### config.mk
export PLATFORM = sky130hd
export DESIGN_NAME = bsg_dmc_xilinx_ui_to_trace_adapter_flat
export DESIGN_NICKNAME = d
export VERILOG_FILES = /design/src/rtl/bsg_dmc_xilinx_ui_to_trace_adapter_if.sv /design/src/rtl/bsg_dmc_xilinx_ui_to_trace_adapter.sv /design/src/flat_wrapper.sv
export SDC_FILE = /design/constraint.sdc
export NUM_CORES = 1
export LEC_CHECK = 0
export CAP_MARGIN = 15
export CORE_ASPECT_RATIO = 0.9
export CORE_UTILIZATION = 51
export CTS_BUF_LIST = sky130_fd_sc_hd__clkbuf_4 sky130_fd_sc_hd__clkbuf_8 sky130_fd_sc_hd__clkbuf_16
export DETAILED_ROUTE_END_ITERATION = 16
export GPL_TIMING_DRIVEN = 1
export HOLD_SLACK_MARGIN = 0.02
export PLACE_DENSITY_LB_ADDON = 0.08
export SYNTH_ARGS = -nofsm -noshare
export SYNTH_HDL_FRONTEND = slang
export SYNTH_SLANG_ARGS = --single-unit
### constraint.sdc
create_clock -name core_clk_i -period 3 [get_ports core_clk_i]
set_input_delay 0.3 -clock core_clk_i [delete_from_list [all_inputs] [get_ports core_clk_i]]
set_output_delay 0.3 -clock core_clk_i [all_outputs]
set_load 0.01 [all_outputs]
### src/rtl/bsg_dmc_xilinx_ui_to_trace_adapter_if.sv
// UI command/write/read bundle plus the trace stream and returned read beats.
// Pure wiring, no latency.
// Backpressure: app_rdy/app_wdf_rdy/trace_ready; read_data_v has none.
interface bsg_dmc_xilinx_ui_to_trace_adapter_if #(
    parameter int data_width_p = 32,
    parameter int addr_width_p = 28,
    parameter int cmd_width_p  = 3
);
    localparam int mask_width_lp  = data_width_p / 8;
    localparam int trace_width_lp = data_width_p + mask_width_lp + 4;

    logic [addr_width_p-1:0]   app_addr_i;
    logic [cmd_width_p-1:0]    app_cmd_i;
    logic                      app_en_i;
    logic                      app_rdy_o;
    logic                      app_wdf_wren_i;
    logic [data_width_p-1:0]   app_wdf_data_i;
    logic [mask_width_lp-1:0]  app_wdf_mask_i;
    logic                      app_wdf_end_i;
    logic                      app_wdf_rdy_o;
    logic                      app_rd_data_valid_o;
    logic [data_width_p-1:0]   app_rd_data_o;
    logic                      app_rd_data_end_o;
    logic [trace_width_lp-1:0] trace_data_o;
    logic                      trace_data_v_o;
    logic                      trace_ready_i;
    logic [data_width_p-1:0]   read_data_i;
    logic                      read_data_v_i;
    logic                      error_o;

    // Adapter side
    modport slave (
        input  app_addr_i, app_cmd_i, app_en_i,
        output app_rdy_o,
        input  app_wdf_wren_i, app_wdf_data_i, app_wdf_mask_i, app_wdf_end_i,
        output app_wdf_rdy_o,
        output app_rd_data_valid_o, app_rd_data_o, app_rd_data_end_o,
        output trace_data_o, trace_data_v_o,
        input  trace_ready_i,
        input  read_data_i, read_data_v_i,
        output error_o
    );

    // UI master / trace consumer side
    modport master (
        output app_addr_i, app_cmd_i, app_en_i,
        input  app_rdy_o,
        output app_wdf_wren_i, app_wdf_data_i, app_wdf_mask_i, app_wdf_end_i,
        input  app_wdf_rdy_o,
        input  app_rd_data_valid_o, app_rd_data_o, app_rd_data_end_o,
        input  trace_data_o, trace_data_v_o,
        output trace_ready_i,
        output read_data_i, read_data_v_i,
        input  error_o
    );
endinterface

### src/rtl/bsg_dmc_xilinx_ui_to_trace_adapter.sv
// Serialises UI commands + write data into DMC trace packets; returns read beats as UI read data.
// Latency: cmd accepted in N -> cmd packet in N+1, first data packet >= N+2; read beats +1 cycle.
// Backpressure: trace_ready_i stalls packets; app_rdy_o/app_wdf_rdy_o drop on busy/read-limit/FIFO full.
// Optional: define BSG_DMC_UI_TO_TRACE_ERR_CHECK_EN to build sticky protocol error checking on error_o.
module bsg_dmc_xilinx_ui_to_trace_adapter #(
    parameter int data_width_p  = 32,
    parameter int addr_width_p  = 28,
    parameter int cmd_width_p   = 3,
    parameter int burst_width_p = 2,
    parameter int wdf_els_p     = 4,
    parameter int max_reads_p   = 4
) (
    input logic core_clk_i,
    input logic core_reset_i,
    bsg_dmc_xilinx_ui_to_trace_adapter_if.slave ui
);
    localparam int mask_width_lp  = data_width_p / 8;
    localparam int trace_width_lp = data_width_p + mask_width_lp + 4;
    localparam int fifo_width_lp  = data_width_p + mask_width_lp;
    localparam int ptr_width_lp   = (wdf_els_p > 1) ? $clog2(wdf_els_p) : 1;
    localparam int cnt_width_lp   = $clog2(wdf_els_p + 1);
    localparam int beat_width_lp  = $clog2(burst_width_p);
    localparam int rd_width_lp    = $clog2(max_reads_p + 1);

    localparam logic [cmd_width_p-1:0] cmd_wr_lp = cmd_width_p'(0);
    localparam logic [cmd_width_p-1:0] cmd_rd_lp = cmd_width_p'(1);
    localparam logic [cmd_width_p-1:0] cmd_wp_lp = cmd_width_p'(3);
    localparam logic [cmd_width_p-1:0] cmd_rp_lp = cmd_width_p'(5);
    localparam logic [beat_width_lp-1:0] last_beat_lp = beat_width_lp'(burst_width_p - 1);

    typedef enum logic [1:0] {e_idle, e_cmd, e_wdata} state_e;

    state_e                    state_q, state_d;
    logic [cmd_width_p-1:0]    cmd_q, cmd_d;
    logic [addr_width_p-1:0]   addr_q, addr_d;
    logic [beat_width_lp-1:0]  beat_cnt_q, beat_cnt_d;
    logic [rd_width_lp-1:0]    outstanding_q, outstanding_d;
    logic [beat_width_lp-1:0]  rd_beat_cnt_q;
    logic                      rd_v_q, rd_end_q;
    logic [data_width_p-1:0]   rd_data_q;

    logic [fifo_width_lp-1:0]  fifo_mem_q [wdf_els_p];
    logic [ptr_width_lp-1:0]   wr_ptr_q, rd_ptr_q;
    logic [cnt_width_lp-1:0]   fifo_cnt_q;
    logic                      fifo_full, fifo_empty, wdf_push, wdf_pop;

    logic                      trace_v_raw, app_rdy_raw, rd_inc, rd_dec;
    logic [trace_width_lp-1:0] trace_pkt;
    logic                      cmd_is_write, cmd_is_read;

    assign fifo_full  = (fifo_cnt_q == cnt_width_lp'(wdf_els_p));
    assign fifo_empty = (fifo_cnt_q == '0);
    // Reset also blocks pushes so a reset cycle never captures write data.
    assign wdf_push   = ui.app_wdf_wren_i & ~fifo_full & ~core_reset_i;
    assign wdf_pop    = (state_q == e_wdata) & ~fifo_empty & ui.trace_ready_i;

    assign cmd_is_write = (cmd_q == cmd_wr_lp) | (cmd_q == cmd_wp_lp);
    assign cmd_is_read  = (cmd_q == cmd_rd_lp) | (cmd_q == cmd_rp_lp);

    // Next state, packet formation and command acceptance
    always_comb begin
        state_d     = state_q;
        cmd_d       = cmd_q;
        addr_d      = addr_q;
        beat_cnt_d  = beat_cnt_q;
        trace_v_raw = 1'b0;
        trace_pkt   = '0;
        app_rdy_raw = 1'b0;
        rd_inc      = 1'b0;
        unique case (state_q)
            e_idle: begin
                app_rdy_raw = (outstanding_q < rd_width_lp'(max_reads_p));
                if (ui.app_en_i && app_rdy_raw) begin
                    cmd_d   = ui.app_cmd_i;
                    addr_d  = ui.app_addr_i;
                    state_d = e_cmd;
                end
            end
            e_cmd: begin
                trace_v_raw = 1'b1;
                trace_pkt[trace_width_lp-1] = 1'b1;
                trace_pkt[cmd_width_p+addr_width_p-1 -: cmd_width_p] = cmd_q;
                trace_pkt[addr_width_p-1:0] = addr_q;
                if (ui.trace_ready_i) begin
                    if (cmd_is_write) begin
                        state_d    = e_wdata;
                        beat_cnt_d = '0;
                    end else begin
                        state_d = e_idle;
                        rd_inc  = cmd_is_read;
                    end
                end
            end
            e_wdata: begin
                trace_v_raw = ~fifo_empty;
                trace_pkt[fifo_width_lp-1:0] = fifo_mem_q[rd_ptr_q];
                if (wdf_pop) begin
                    beat_cnt_d = beat_cnt_q + beat_width_lp'(1);
                    if (beat_cnt_q == last_beat_lp) state_d = e_idle;
                end
            end
            default: state_d = e_idle;
        endcase
    end

    // FSM and latched command registers
    always_ff @(posedge core_clk_i) begin
        if (core_reset_i) begin
            state_q    <= e_idle;
            cmd_q      <= '0;
            addr_q     <= '0;
            beat_cnt_q <= '0;
        end else begin
            state_q    <= state_d;
            cmd_q      <= cmd_d;
            addr_q     <= addr_d;
            beat_cnt_q <= beat_cnt_d;
        end
    end

    // Write-data FIFO storage, no reset needed on the payload
    always_ff @(posedge core_clk_i) begin
        if (wdf_push) fifo_mem_q[wr_ptr_q] <= {ui.app_wdf_data_i, ui.app_wdf_mask_i};
    end

    // Write-data FIFO pointers and occupancy
    always_ff @(posedge core_clk_i) begin
        if (core_reset_i) begin
            wr_ptr_q   <= '0;
            rd_ptr_q   <= '0;
            fifo_cnt_q <= '0;
        end else begin
            if (wdf_push)
                wr_ptr_q <= (wr_ptr_q == ptr_width_lp'(wdf_els_p - 1)) ? '0 : wr_ptr_q + ptr_width_lp'(1);
            if (wdf_pop)
                rd_ptr_q <= (rd_ptr_q == ptr_width_lp'(wdf_els_p - 1)) ? '0 : rd_ptr_q + ptr_width_lp'(1);
            case ({wdf_push, wdf_pop})
                2'b10:   fifo_cnt_q <= fifo_cnt_q + cnt_width_lp'(1);
                2'b01:   fifo_cnt_q <= fifo_cnt_q - cnt_width_lp'(1);
                default: fifo_cnt_q <= fifo_cnt_q;
            endcase
        end
    end

    // Read credit: +1 when a read command leaves, -1 on the last returned beat
    assign rd_dec = ui.read_data_v_i & (rd_beat_cnt_q == last_beat_lp) & (outstanding_q != '0);
    always_comb begin
        outstanding_d = outstanding_q;
        if (rd_inc && !rd_dec)      outstanding_d = outstanding_q + rd_width_lp'(1);
        else if (!rd_inc && rd_dec) outstanding_d = outstanding_q - rd_width_lp'(1);
    end

    // Read return path: one register stage, beat counter marks burst end
    always_ff @(posedge core_clk_i) begin
        if (core_reset_i) begin
            rd_v_q        <= 1'b0;
            rd_end_q      <= 1'b0;
            rd_data_q     <= '0;
            rd_beat_cnt_q <= '0;
            outstanding_q <= '0;
        end else begin
            rd_v_q        <= ui.read_data_v_i;
            rd_end_q      <= ui.read_data_v_i & (rd_beat_cnt_q == last_beat_lp);
            rd_data_q     <= ui.read_data_i;
            outstanding_q <= outstanding_d;
            if (ui.read_data_v_i) rd_beat_cnt_q <= rd_beat_cnt_q + beat_width_lp'(1);
        end
    end

    // Every output is forced low while reset is held.
    assign ui.app_rdy_o           = app_rdy_raw & ~core_reset_i;
    assign ui.app_wdf_rdy_o       = ~fifo_full & ~core_reset_i;
    assign ui.trace_data_v_o      = trace_v_raw & ~core_reset_i;
    assign ui.trace_data_o        = (trace_v_raw & ~core_reset_i) ? trace_pkt : '0;
    assign ui.app_rd_data_valid_o = rd_v_q & ~core_reset_i;
    assign ui.app_rd_data_end_o   = rd_end_q & ~core_reset_i;
    assign ui.app_rd_data_o       = core_reset_i ? '0 : rd_data_q;

`ifdef BSG_DMC_UI_TO_TRACE_ERR_CHECK_EN
    logic                     err_q, err_d;
    logic [beat_width_lp-1:0] wdf_push_cnt_q;
    logic                     cmd_in_legal;

    assign cmd_in_legal = (ui.app_cmd_i == cmd_wr_lp) | (ui.app_cmd_i == cmd_wp_lp)
                        | (ui.app_cmd_i == cmd_rd_lp) | (ui.app_cmd_i == cmd_rp_lp);

    // Sticky error: unsolicited read data, misplaced wdf_end, unknown command
    always_comb begin
        err_d = err_q;
        if (ui.read_data_v_i && (outstanding_q == '0))                   err_d = 1'b1;
        if (wdf_push && ui.app_wdf_end_i && (wdf_push_cnt_q != last_beat_lp)) err_d = 1'b1;
        if (ui.app_en_i && !cmd_in_legal)                                 err_d = 1'b1;
    end

    // Error flag and write-beat position within the burst
    always_ff @(posedge core_clk_i) begin
        if (core_reset_i) begin
            err_q          <= 1'b0;
            wdf_push_cnt_q <= '0;
        end else begin
            err_q <= err_d;
            if (wdf_push) wdf_push_cnt_q <= wdf_push_cnt_q + beat_width_lp'(1);
        end
    end

    assign ui.error_o = err_q & ~core_reset_i;
`else
    logic unused_wdf_end;
    assign unused_wdf_end = ui.app_wdf_end_i;
    assign ui.error_o     = 1'b0;
`endif
endmodule

### src/flat_wrapper.sv
// flat-port wrapper written by rule: the top's interface ports become plain ports
module bsg_dmc_xilinx_ui_to_trace_adapter_flat 
#(
    parameter int data_width_p  = 32,
    parameter int addr_width_p  = 28,
    parameter int cmd_width_p   = 3,
    parameter int burst_width_p = 2,
    parameter int wdf_els_p     = 4,
    parameter int max_reads_p   = 4
)
  (core_clk_i, core_reset_i, ui_app_addr_i, ui_app_cmd_i, ui_app_en_i, ui_app_rdy_o, ui_app_wdf_wren_i, ui_app_wdf_data_i, ui_app_wdf_mask_i, ui_app_wdf_end_i, ui_app_wdf_rdy_o, ui_app_rd_data_valid_o, ui_app_rd_data_o, ui_app_rd_data_end_o, ui_trace_data_o, ui_trace_data_v_o, ui_trace_ready_i, ui_read_data_i, ui_read_data_v_i, ui_error_o);
  bsg_dmc_xilinx_ui_to_trace_adapter_if #(.data_width_p(data_width_p), .addr_width_p(addr_width_p), .cmd_width_p(cmd_width_p)) ui_i ();
  input logic core_clk_i;
  input logic core_reset_i;
  input wire logic [$bits(ui_i.app_addr_i)-1:0] ui_app_addr_i;
  input wire logic [$bits(ui_i.app_cmd_i)-1:0] ui_app_cmd_i;
  input wire logic [$bits(ui_i.app_en_i)-1:0] ui_app_en_i;
  output wire logic [$bits(ui_i.app_rdy_o)-1:0] ui_app_rdy_o;
  input wire logic [$bits(ui_i.app_wdf_wren_i)-1:0] ui_app_wdf_wren_i;
  input wire logic [$bits(ui_i.app_wdf_data_i)-1:0] ui_app_wdf_data_i;
  input wire logic [$bits(ui_i.app_wdf_mask_i)-1:0] ui_app_wdf_mask_i;
  input wire logic [$bits(ui_i.app_wdf_end_i)-1:0] ui_app_wdf_end_i;
  output wire logic [$bits(ui_i.app_wdf_rdy_o)-1:0] ui_app_wdf_rdy_o;
  output wire logic [$bits(ui_i.app_rd_data_valid_o)-1:0] ui_app_rd_data_valid_o;
  output wire logic [$bits(ui_i.app_rd_data_o)-1:0] ui_app_rd_data_o;
  output wire logic [$bits(ui_i.app_rd_data_end_o)-1:0] ui_app_rd_data_end_o;
  output wire logic [$bits(ui_i.trace_data_o)-1:0] ui_trace_data_o;
  output wire logic [$bits(ui_i.trace_data_v_o)-1:0] ui_trace_data_v_o;
  input wire logic [$bits(ui_i.trace_ready_i)-1:0] ui_trace_ready_i;
  input wire logic [$bits(ui_i.read_data_i)-1:0] ui_read_data_i;
  input wire logic [$bits(ui_i.read_data_v_i)-1:0] ui_read_data_v_i;
  output wire logic [$bits(ui_i.error_o)-1:0] ui_error_o;
  assign ui_i.app_addr_i = ui_app_addr_i;
  assign ui_i.app_cmd_i = ui_app_cmd_i;
  assign ui_i.app_en_i = ui_app_en_i;
  assign ui_app_rdy_o = ui_i.app_rdy_o;
  assign ui_i.app_wdf_wren_i = ui_app_wdf_wren_i;
  assign ui_i.app_wdf_data_i = ui_app_wdf_data_i;
  assign ui_i.app_wdf_mask_i = ui_app_wdf_mask_i;
  assign ui_i.app_wdf_end_i = ui_app_wdf_end_i;
  assign ui_app_wdf_rdy_o = ui_i.app_wdf_rdy_o;
  assign ui_app_rd_data_valid_o = ui_i.app_rd_data_valid_o;
  assign ui_app_rd_data_o = ui_i.app_rd_data_o;
  assign ui_app_rd_data_end_o = ui_i.app_rd_data_end_o;
  assign ui_trace_data_o = ui_i.trace_data_o;
  assign ui_trace_data_v_o = ui_i.trace_data_v_o;
  assign ui_i.trace_ready_i = ui_trace_ready_i;
  assign ui_i.read_data_i = ui_read_data_i;
  assign ui_i.read_data_v_i = ui_read_data_v_i;
  assign ui_error_o = ui_i.error_o;
  bsg_dmc_xilinx_ui_to_trace_adapter #(.data_width_p(data_width_p), .addr_width_p(addr_width_p), .cmd_width_p(cmd_width_p), .burst_width_p(burst_width_p), .wdf_els_p(wdf_els_p), .max_reads_p(max_reads_p)) u_core (.core_clk_i(core_clk_i), .core_reset_i(core_reset_i), .ui(ui_i));
endmodule
==> metrics <==
DR pass1 iterations=4; max_slew headroom=54.1%; Core Box Area=17,000 um2; Final #Nets=925; DP HPWL=11,900 um; Slew Limit Fails=0; CTS Buf Count=23; Leakage=0.00398 uW; Syn Area/Cell=14.3 um2; Antenna Violating Nets Remaining=0; worst-path cell chain=buf_4 > mux4_1 > a22oi_2 > nor2_1 > clkdlybuf4s50_1; layout cells sized above 1=11.7%; Cell Rows=45; post-synthesis adder-cell area fraction=1.84%; CTS root buf=clkbuf_16; Final min period=2860 ps; synthesized flop and latch total=225; Vias=5,571; TritonCTS clock tree=done; post-synthesis xor/xnor area fraction=0.587%; die height=128 um; first-pass GRT wire length=29,100 um; Clock Sinks=225; clk_lat worst skew=500 ps; yosys warns=0; commonest cells after routing, fill and taps aside=clkdlybuf4s50_1, edfxtp_1, dfxtp_1, nor2b_1, nand2_1; gr ovfl total=0; Placed Instances=1,016; H-tree levels=1; Clock Skew=8.07 ps; die area=18,100 um2; worst vdd ir=0.592 mV; largest family of logic cells by synthesized area=simple AND/OR/NAND/NOR gates; area delta synth->final=31.2%; endpoints failing setup=0; crit end category=primary output; Hold Crit Class=in -> reg; Port-buffer cells=178; Crit path largest cell delay=640 ps; residual DRC count=0; TNS Setup=0 ps; sequential area share after synthesis=66.4%; initial antenna violation count=0; Critical path buffers and inverters=2; type of the worst setup path=reg -> out; Yosys cell types=44; Worst Tran Pin Value=688 ps; f_max=350 MHz; Longest Clk Path Bufs=3; status=finished, final reports clean; P per Cell Area=588 nW/um2; Worst Path Required=2700 ps; Ports=184; vias in the first global route=5,568; post-DR wirelength/cell=17.8 um; Post-Synth Simple-Gate Area=11.6%; gr usage total=21.0%; Cell Count, Final, Fillers Out=1,059; CP arrival=2560 ps; clock-pin slew on the worst setup and hold paths=60 ps; commonest non-fill, non-tap cell in the layout=clkdlybuf4s50_1; multiplexer share of the synthesized area=10.0%; Hold Violations, Final=0; Mapped Area=8960 um2; Startpoint Class=flop; initial core utilization=52.7%; max_cap viols=0; initial DRC count=269; drt via density=5.26; ant diodes=0; pin count of the biggest net entering global routing=77; slowest CP cell=mux4_1; CTS Hold Bufs=0; RSZ-0062 raised after global routing=no; Worst path top cell family by delay=buffers and inverters; placer congestion estimate=0.785; Die Wd=142 um; final wirelength=18,900 um; Synth Instances=626; Synth Area in Compound Gates=6.37%; hold slack=164 ps; Tcrit/Tclk final=95.3%; critical path peak fanout=21
-- registers in the layout (all words and copies together), names as in the netlist, 2 cells and up, named ones only --
| name | cells |
|---|---|
| u_core.addr_q | 28 |
| u_core.fifo_mem_q | 144 |
| u_core.rd_data_q | 32 |
| u_core.cmd_q | 3 |
| u_core.wr_ptr_q | 2 |
| u_core.outstanding_q | 3 |
| u_core.fifo_cnt_q | 3 |
| u_core.state_q | 2 |
| u_core.rd_ptr_q | 2 |
-- layer usage --
metal,part of all wire (%),up-vias,wire [um],track usage (%)
met5,0,-,0,0
met4,1.5,0,275,5.19
met3,6.0,25,1140,3.44
met2,49,195,9270,36.3
met1,43,2710,8180,28.0
li1,-,2641,-,-
-- worst paths after layout --
path / startpoint / to / slack (ps) / cells past startpoint
max: flop / ui_trace_data_o[1] / 140 / 5
min: core_reset_i / u_core.wr_ptr_q[1]$_SDFFE_PP0P_ / 160 / 4
max reg2reg: u_core.state_q[1]$_SDFFE_PP0P_ / u_core.outstanding_q[2]$_SDFFE_PP0P_ / 420 / 10
min reg2reg: u_core.addr_q[14]$_SDFFE_PP0P_ / u_core.addr_q[14]$_SDFFE_PP0P_ / 460 / 2
-- cell families after synthesis --
logic type | after synthesis
flops | 225
simple gates | 207
compound gates | 83
buf+inv | 54
mux | 38
fa+ha+maj | 12
xor+xnor | 6
other cells | 1
-- cell usage after synthesis --
library cell | count | area, um2
a2111oi_2 | 1 | 15.0
a211oi_2 | 1 | 12.5
a21boi_0 | 1 | 7.51
a21oi_1 | 40 | 200
a22oi_1 | 24 | 180
a22oi_2 | 6 | 75.1
a2bb2oi_1 | 1 | 8.76
a41o_1 | 1 | 10.0
and2_1 | 5 | 31.3
and3b_1 | 2 | 17.5
buf_1 | 7 | 26.3
buf_2 | 8 | 40.0
buf_4 | 4 | 30.0
buf_6 | 7 | 78.8
clkbuf_1 | 16 | 60.1
clkbuf_2 | 1 | 5.00
conb_1 | 1 | 3.75
dfxtp_1 | 81 | 1620
edfxtp_1 | 144 | 4320
fa_1 | 2 | 40.0
ha_1 | 10 | 125
inv_1 | 11 | 41.3
mux2i_1 | 2 | 20.0
mux4_1 | 18 | 473
mux4_2 | 18 | 405
nand2_1 | 67 | 251
nand2b_1 | 4 | 25.0
nand3_1 | 2 | 10.0
nand3b_1 | 1 | 7.51
nor2_1 | 43 | 161
nor2b_1 | 74 | 463
nor3_1 | 1 | 5.00
nor3b_1 | 2 | 15.0
nor4b_2 | 1 | 15.0
o21a_4 | 1 | 15.0
o21ai_0 | 3 | 15.0
o21bai_1 | 1 | 7.51
o311ai_0 | 1 | 8.76
o31ai_1 | 2 | 15.0
or3_1 | 3 | 18.8
or3_4 | 1 | 11.3
or3b_1 | 1 | 8.76
xnor2_1 | 1 | 8.76
xor2_1 | 5 | 43.8
-- timing repair --
item,4_1_cts,5_1_grt
buffers inserted,0,0
setup endpoints to repair,3,25
pin swaps,1,0
gates resized for setup,1,3
gates cloned,0,1
-- power breakdown --
group	switching [uW]	internal [uW]	leakage, uW
registers	53.5	3430	0.00198
clock network	1110	1640	0.000376
logic	353	329	0.00163
-- final cells by class --
type / instances / area, um2
clock inverters: 9 / 70.1
multi-input cells: 351 / 2780
well taps: 235 / 294
clock buffers: 33 / 669
repair buffers: 195 / 1940
fillers: 1216 / 5250
inverters: 11 / 41.3
flip-flops and latches: 225 / 5950
-- tightest hold or removal path, delay by kind of cell --
family	cells	cell delay, ps
compound gates	2	130
buf+inv	1	110
simple gates	1	70
-- stage by stage --
stage | area (um2) | util, % | worst slack [ps] | total power (uW)
2_1_floorplan | 8970 | - | 771 | 3900
3_3_place_gp | 11000 | 64.6 | 421 | 4190
3_5_place_dp | 11000 | 64.6 | 399 | 4220
4_1_cts | 11700 | 69.0 | 23.0 | 6970
5_1_grt | 11800 | 69.1 | 0.00910 | 7160
6_report | 11800 | 69.1 | 140 | 6910
Power figures use the tool's default switching activity.
